### config.mk
export PLATFORM = sky130hd
export DESIGN_NAME = sync_fifo_prog
export DESIGN_NICKNAME = d
export VERILOG_FILES = /design/src/rtl/fifo_pkg.sv /design/src/rtl/sync_fifo_ram.sv /design/src/rtl/sync_fifo_prog.sv
export SDC_FILE = /design/constraint.sdc
export NUM_CORES = 1
export LEC_CHECK = 0
export ABC_AREA = 1
export CORE_ASPECT_RATIO = 0.5
export CORE_UTILIZATION = 60
export CTS_BUF_LIST = sky130_fd_sc_hd__clkbuf_2
export DETAILED_ROUTE_END_ITERATION = 7
export GPL_TIMING_DRIVEN = 0
export PLACE_DENSITY = 0.8
export SLEW_MARGIN = 25
export SYNTH_ARGS = -nofsm -noshare
export SYNTH_HDL_FRONTEND = slang
export SYNTH_SLANG_ARGS = --single-unit
### constraint.sdc
create_clock -name clk -period 7 [get_ports clk]
set_input_delay 1.4 -clock clk [delete_from_list [all_inputs] [get_ports clk]]
set_output_delay 1.4 -clock clk [all_outputs]
set_load 0.01 [all_outputs]
### src/rtl/fifo_pkg.sv
// Shared definitions for the FIFO family: read-mode encodings and depth derivation.
package fifo_pkg;

  // Values carried by the FWFT parameter.
  localparam int FWFT_STD  = 0;  // registered read, rd_valid pulses after a pop
  localparam int FWFT_FALL = 1;  // head word presented continuously

  function automatic int fifo_depth(input int addr_width);
    return 1 << addr_width;
  endfunction

endpackage

### src/rtl/sync_fifo_ram.sv
// FIFO storage: synchronous write; registered read (FWFT_STD) or combinational read (FWFT_FALL).
module sync_fifo_ram
  import fifo_pkg::*;
#(
  parameter int DATA_WIDTH = 8,
  parameter int ADDR_WIDTH = 4,
  parameter int FWFT       = FWFT_STD
) (
  input  logic                  clk,
  input  logic                  rst,
  input  logic                  wr_en,
  input  logic [ADDR_WIDTH-1:0] wr_addr,
  input  logic [DATA_WIDTH-1:0] wr_data,
  input  logic                  rd_en,
  input  logic [ADDR_WIDTH-1:0] rd_addr,
  output logic [DATA_WIDTH-1:0] rd_data
);

  localparam int DEPTH = fifo_depth(ADDR_WIDTH);

  logic [DATA_WIDTH-1:0] mem [DEPTH];

  // NOTE: the array has no reset so it maps onto RAM; stale words stay hidden behind the count.
  always_ff @(posedge clk) begin
    if (wr_en) mem[wr_addr] <= wr_data;
  end

  if (FWFT == FWFT_FALL) begin : g_fwft
    assign rd_data = mem[rd_addr];
    logic unused_rd;
    assign unused_rd = ^{rst, rd_en};
  end else begin : g_std
    logic [DATA_WIDTH-1:0] rd_data_q;
    // NOTE: state registers use non-blocking assignments so every flop samples pre-edge values.
    always_ff @(posedge clk or posedge rst) begin
      if (rst)        rd_data_q <= '0;
      else if (rd_en) rd_data_q <= mem[rd_addr];
    end
    assign rd_data = rd_data_q;
  end

endmodule

### src/rtl/sync_fifo_prog.sv
// Synchronous FIFO with programmable almost-full/empty thresholds, sticky error flags and optional FWFT.
module sync_fifo_prog
  import fifo_pkg::*;
#(
  parameter int DATA_WIDTH = 8,
  parameter int ADDR_WIDTH = 4,
  parameter int FWFT       = FWFT_STD
) (
  input  logic                  clk,
  input  logic                  rst,
  input  logic                  wr_en,
  input  logic [DATA_WIDTH-1:0] wr_data,
  input  logic                  rd_en,
  output logic [DATA_WIDTH-1:0] rd_data,
  output logic                  rd_valid,
  output logic                  fifo_full,
  output logic                  fifo_empty,
  output logic                  almost_full,
  output logic                  almost_empty,
  input  logic [ADDR_WIDTH:0]   af_thresh,
  input  logic [ADDR_WIDTH:0]   ae_thresh,
  output logic [ADDR_WIDTH:0]   fill_count,
  output logic                  overflow,
  output logic                  underflow,
  input  logic                  clr_err
);

  localparam int                DEPTH     = fifo_depth(ADDR_WIDTH);
  localparam logic [ADDR_WIDTH:0] DEPTH_CNT = (ADDR_WIDTH + 1)'(DEPTH);

  logic [ADDR_WIDTH-1:0] wr_ptr_q, wr_ptr_d;
  logic [ADDR_WIDTH-1:0] rd_ptr_q, rd_ptr_d;
  logic [ADDR_WIDTH:0]   count_q,  count_d;
  logic                  ovf_q,    ovf_d;
  logic                  udf_q,    udf_d;
  logic                  wr_accept, rd_accept;

  // All flags come from the registered count, so they settle one cycle after an accepted op.
  assign fifo_full    = (count_q == DEPTH_CNT);
  assign fifo_empty   = (count_q == '0);
  assign almost_full  = (count_q >= af_thresh);
  assign almost_empty = (count_q <= ae_thresh);
  assign fill_count   = count_q;
  assign overflow     = ovf_q;
  assign underflow    = udf_q;

  assign wr_accept = wr_en & ~fifo_full;
  assign rd_accept = rd_en & ~fifo_empty;

  // NOTE: every always_comb output gets a default first, so no path can infer a latch.
  always_comb begin
    wr_ptr_d = wr_ptr_q;
    rd_ptr_d = rd_ptr_q;
    count_d  = count_q;
    if (wr_accept) wr_ptr_d = wr_ptr_q + 1'b1;
    if (rd_accept) rd_ptr_d = rd_ptr_q + 1'b1;
    case ({wr_accept, rd_accept})
      2'b10:   count_d = count_q + 1'b1;
      2'b01:   count_d = count_q - 1'b1;
      default: count_d = count_q;
    endcase
    // A new error event outranks a coincident clear.
    ovf_d = (wr_en & fifo_full)  | (ovf_q & ~clr_err);
    udf_d = (rd_en & fifo_empty) | (udf_q & ~clr_err);
  end

  always_ff @(posedge clk or posedge rst) begin
    if (rst) begin
      wr_ptr_q <= '0;
      rd_ptr_q <= '0;
      count_q  <= '0;
      ovf_q    <= 1'b0;
      udf_q    <= 1'b0;
    end else begin
      wr_ptr_q <= wr_ptr_d;
      rd_ptr_q <= rd_ptr_d;
      count_q  <= count_d;
      ovf_q    <= ovf_d;
      udf_q    <= udf_d;
    end
  end

  if (FWFT == FWFT_FALL) begin : g_valid_fwft
    assign rd_valid = ~fifo_empty;
  end else begin : g_valid_std
    logic rd_valid_q;
    always_ff @(posedge clk or posedge rst) begin
      if (rst) rd_valid_q <= 1'b0;
      else     rd_valid_q <= rd_accept;
    end
    assign rd_valid = rd_valid_q;
  end

  sync_fifo_ram #(
    .DATA_WIDTH (DATA_WIDTH),
    .ADDR_WIDTH (ADDR_WIDTH),
    .FWFT       (FWFT)
  ) u_ram (
    .clk     (clk),
    .rst     (rst),
    .wr_en   (wr_accept),
    .wr_addr (wr_ptr_q),
    .wr_data (wr_data),
    .rd_en   (rd_accept),
    .rd_addr (rd_ptr_q),
    .rd_data (rd_data)
  );

endmodule

# Yosys cells after proc, flatten, opt, wreduce, memory -nomap -nowiden
# Memory sizes are Yosys's and may differ from the RTL's. A register that Yosys moved wholly into a read port is not among the register bits.
# Index checks and enable logic that the tools add are counted.
# Widths: inputs -> output; s select.
classes:
  add_sub_neg: 4
  n_lt_le_gt_ge: 2
  eq_ne: 3
  mux: 3
  n_bitwise: 11
  reduce_logical: 2
ops:
  columns: ["op", "count"]
  rows:
  - ["$pmux 5 s2", 1]
  - ["$add 4x1->4 const B", 2]
  - ["$and 1x1->1", 6]
  - ["$add 5x1->5 const B", 1]
  - ["$eq 5x5->1 const B", 1]
  - ["$ge 5x5->1", 1]
  - ["$le 5x5->1", 1]
  - ["$logic_not 5->1", 1]
  - ["$sub 5x1->5 const B", 1]
  - ["$not 1->1", 3]
  - ["$eq 2x1->1 const B", 1]
  - ["$eq 2x2->1 const B", 1]
  - ["$mux 1", 2]
  - ["$or 1x1->1", 2]
  - ["$reduce_bool 2->1", 1]
totals:
  reg_bits: 16
  ramBits: 128
  out_inout_bits: 20
  elab_cells: 32
  memories: 1
memory_table:
  columns: ["memory", "depth", "word_bits", "read_ports", "rd_clocked_by_memory_dff", "write_ports", "line_no", "source"]
  rows:
  - ["u_ram.mem", 16, 8, 1, 1, 1, "sync_fifo_ram.sv:21", "logic [DATA_WIDTH-1:0] mem [DEPTH];"]

# Logic depth before layout (Yosys ltp)
logic_depth:
  depth_word: 5
  depth_mapped: 15
  depth_no_buf: 14

# By module
# Synthesis repeated with hierarchy kept, for this count alone.
hier_totals:
  hier_cells: 630
  hier_area_um2: 6779.0
by_module_without_submodules:
  columns: ["module", "n_inst", "cells_per_inst", "area_each_um2", "seq_area_each_um2"]
  rows:
  - ["sync_fifo_ram", 1, 482, 5595.4, 4043.9]
  - ["sync_fifo_prog", 1, 148, 1183.6, 400.4]

# Worst setup path after synthesis
# OpenSTA, ideal clock, no wires.
synth_path:
  path_kind: "in2out"
  startpoint: "input port af_thresh[4]"
  endpoint: "output port almost_full"
  arrival_ps: 2318
  t_required_ps: 5600
  setup_slack_ps: 3282
  cell_stages: 4
  n_path_buf: 0
  path_cell_list: "inv_1 -> ha_1 -> nand2_1 -> o311ai_0"
synth_between:
  elab_chain_cells: 1
synth_rtl:
  columns: ["item", "line_no", "source"]
  rows:
  - ["from (decl)", "sync_fifo_prog.sv:20", "input logic [ADDR_WIDTH:0] af_thresh,"]
  - ["$ge 5x5->1", "sync_fifo_prog.sv:41", "assign almost_full = (count_q >= af_thresh);"]
  - ["to (decl)", "sync_fifo_prog.sv:18", "output logic almost_full,"]
# Every way passes these cells.

# Worst setup path after layout
layout_path:
  startpoint: "input port ae_thresh[4]"
  endpoint: "output port almost_empty"
layout_between:
  elab_chain_cells: 1
layout_rtl:
  columns: ["item", "line_no", "source"]
  rows:
  - ["from (decl)", "sync_fifo_prog.sv:21", "input logic [ADDR_WIDTH:0] ae_thresh,"]
  - ["$le 5x5->1", "sync_fifo_prog.sv:42", "assign almost_empty = (count_q <= ae_thresh);"]
  - ["to (decl)", "sync_fifo_prog.sv:19", "output logic almost_empty,"]
# Every way passes these cells.

==> impl_metrics.tcl <==
set metrics [dict create \
    synth-main-ff-cell "edfxtp_1" \
    syn_area_mm2 0.00706 \
    routedWlPerCell_um 17.4 \
    syn_nets 765 \
    num-nets-final 826 \
    peakVddDrop_v 0.000216 \
    clkSinkCount 152 \
    fin_tns_setup_ns 0 \
    grt_start_max_net_pins 25 \
    rr_endpoint "fill_count[4]$_DFFE_PP0P_" \
    post-dp-hpwl_um 11300 \
    hold_viol 0 \
    die_width_um 155 \
    area_delta_synth_final_pct 13.2 \
    yosysSeqAreaShare_pct 62.9 \
    worstReg2RegStart "fill_count[1]$_DFFE_PP0P_" \
    path_clk_slew_ns 0.18 \
    power_per_cell_area_mw_per_mm2 368 \
    coreArea_mm2 0.0112 \
    max_slew_margin_pct 35.5 \
    drv_slew 0 \
    row_count 27 \
    cts_buffer_depth 2 \
    hp-start "u_ram.rd_data[2]$_DFFE_PP0P_" \
    pin_count 43 \
    r2r_slack_ns 4.19 \
    cap_violations 0 \
    syn_area_per_cell_um2 9.77 \
    insertion_delay_ns 0.70 \
    run_status "finished clean" \
    worst_pin_slew_ns 0.963 \
    crit_type "input port to output pin" \
    ant_nets 0 \
    grt_first_pass_wirelength_um 25900 \
    period_minus_slack_ns 4.61 \
    synth_seq_cells 152 \
    hold_path.class "flop to flop" \
    cts_root_buffer "clkbuf_2" \
    cts-hold-fix-buffers 0 \
    route.detailed.drc 0 \
    skew_ns 0.0336 \
    synthCells 723 \
    p_leak_nw 3.61 \
    portBuffers 42 \
    grt_util_all_layers_pct 29.3 \
    synth_edf_count 128 \
    whs_path_depth 2 \
    htreeDepth 4 \
    drtPass1Iterations 5 \
    rsz0062_at_grt "false" \
    dieArea_mm2 0.0122 \
    cts_buffers 17 \
    dpl_worst_slack_ns 2.39 \
    cp.required_ns 5.60 \
    grt-ovfl-total 0 \
    multi_input_area_mm2 0.00202 \
    period_share_pct 65.8 \
    worstSetupEndpointType "output pin" \
    grt_pass1_vias 4878 \
    drt_iter0_drc 623 \
    antenna_cells 0 \
    worst_slack_ns 2.39 \
    antenna_found_initial 0 \
    nFillCells 798 \
    reg2reg_depth 14 \
    cts_tree "done" \
    gp_congestion 0.960 \
    yosysWarnings 0 \
    crit_arrival_ns 3.21 \
    min_to "u_ram.rd_data[2]$_DFFE_PP0P_" \
    initial_core_util_pct 63.0 \
    cts_setup_buffers 0 \
    regArea_mm2 0.00444 \
    async_flop_share_pct 15.8 \
    worstSetupStartpointType "input port" \
    drive_gt1_share_pct 9.41 \
    vias_per_cell 5.46 \
    fmaxAchievable_mhz 217 \
    wirelength_um 16600 \
    die_h_um 78.7 \
    synth.distinct_cells 26 \
    via_count 5219 \
    worstPathMaxFanout 3 \
    setup_viol 0 \
    ctsResizeCount 0 \
]
[power breakdown]
part | internal [mW] | switching (mW)
Combinational | 0.448 | 0.807
Sequential | 1.11 | 0.0836
Clock | 0.197 | 0.300
[layout make-up]
| type | instances | share of cell area, % |
|---|---|---|
| multi-input cells | 408 | 25.2 |
| clock inverters | 12 | 1.67 |
| repair buffers | 42 | 5.26 |
| inverters | 134 | 6.29 |
| plain buffers | 29 | 2.21 |
| clock buffers | 20 | 1.25 |
| flip-flops and latches | 152 | 55.6 |
| well taps | 159 | 2.49 |
[critical path, cell delays in order]
cell,delay [ns]
clkdlybuf4s50_1,0.47
inv_1,0.05
ha_1,0.32
a21oi_1,0.17
o221ai_1,0.13
o21ai_0,0.09
clkdlybuf4s50_1,0.57
[kinds of logic after synthesis]
logic type,synth area share [%]
AOI/OAI and AO/OA,1.42
xor gates and xnor gates,0.992
adders and majority gates,3.37
buffers and inverters,9.62
DFF,62.9
and+or+nand+nor,21.7
[worst max-delay path by stage]
stage | from | end | slack [ns] | cells after the start
2_1_floorplan | af_thresh[4] | almost_full | 3.28 | 4
3_3_place_gp | af_thresh[4] | almost_full | 2.41 | 6
3_5_place_dp | ae_thresh[4] | almost_empty | 2.39 | 7
4_1_cts | ae_thresh[4] | almost_empty | 2.38 | 7
5_1_grt | ae_thresh[4] | almost_empty | 2.32 | 7
6_report | ae_thresh[4] | almost_empty | 2.39 | 7
[cell usage in the layout, fill, tap and decap left out, types with 2 or more instances in the layout]
| master | synthesis | final |
|---|---|---|
| buf_1 | 2 | 2 |
| clkbuf_1 | 2 | 2 |
| clkbuf_2 | 0 | 20 |
| clkinv_1 | 1 | 4 |
| nand3_1 | 102 | 102 |
| clkinv_2 | 0 | 5 |
| nand2_1 | 242 | 242 |
| ha_1 | 19 | 19 |
| xnor2_1 | 3 | 3 |
| buf_4 | 12 | 12 |
| edfxtp_1 | 128 | 128 |
| xor2_1 | 5 | 5 |
| inv_1 | 131 | 130 |
| a21oi_1 | 5 | 5 |
| bufinv_16 | 0 | 3 |
| o21ai_0 | 7 | 7 |
| nor3_2 | 0 | 16 |
| buf_2 | 12 | 12 |
| clkdlybuf4s50_1 | 0 | 42 |
| inv_2 | 2 | 3 |
| dfrtp_1 | 24 | 24 |
| nand4_1 | 2 | 2 |
[synthesized netlist by cell type, types with 3 or more instances]
cell / number / area [um2]
edfxtp_1: 128 / 3840
dfrtp_1: 24 / 601
nor3_1: 16 / 80.1
inv_1: 131 / 492
a21oi_1: 5 / 25.0
buf_4: 12 / 90.1
o21ai_0: 7 / 35.0
ha_1: 19 / 238
buf_2: 12 / 60.1
xnor2_1: 3 / 26.3
nand2_1: 242 / 908
nand3_1: 102 / 510
xor2_1: 5 / 43.8
[sequential cells by signal (all words and copies together) (netlist names)]
signal and flops:
u_ram.mem 128, u_ram.rd_data 8, fill_count 5, rd_ptr_q 4
wr_ptr_q 4, overflow 1, rd_valid 1, underflow 1
[routing by layer]
| metal | up-vias | global-route usage (%) | wire [um] |
|---|---|---|---|
| met4 | 0 | 8.82 | 327 |
| li1 | 2439 | - | - |
| met2 | 287 | 46.0 | 7420 |
| met5 | - | 0 | 0 |
| met3 | 32 | 8.19 | 1860 |
| met1 | 2461 | 40.4 | 7020 |
[metrics by stage]
| step | hold WS, ns | util [%] | cell area, um2 | total power [mW] | instances |
|---|---|---|---|---|---|
| final | 0.505 | 71.3 | 8000 | 2.94 | 956 |
| after global routing | 0.527 | 71.3 | 8000 | 3.12 | 956 |
| after CTS | 0.506 | 71.2 | 7990 | 2.92 | 956 |
| after detailed placement | 0.465 | 69.1 | 7750 | 2.43 | 924 |
| after global placement | 0.466 | 68.5 | 7680 | 2.37 | 924 |
| after floorplan | 0.493 | - | 7060 | 1.98 | 723 |
Power figures use the tool's default switching activity.
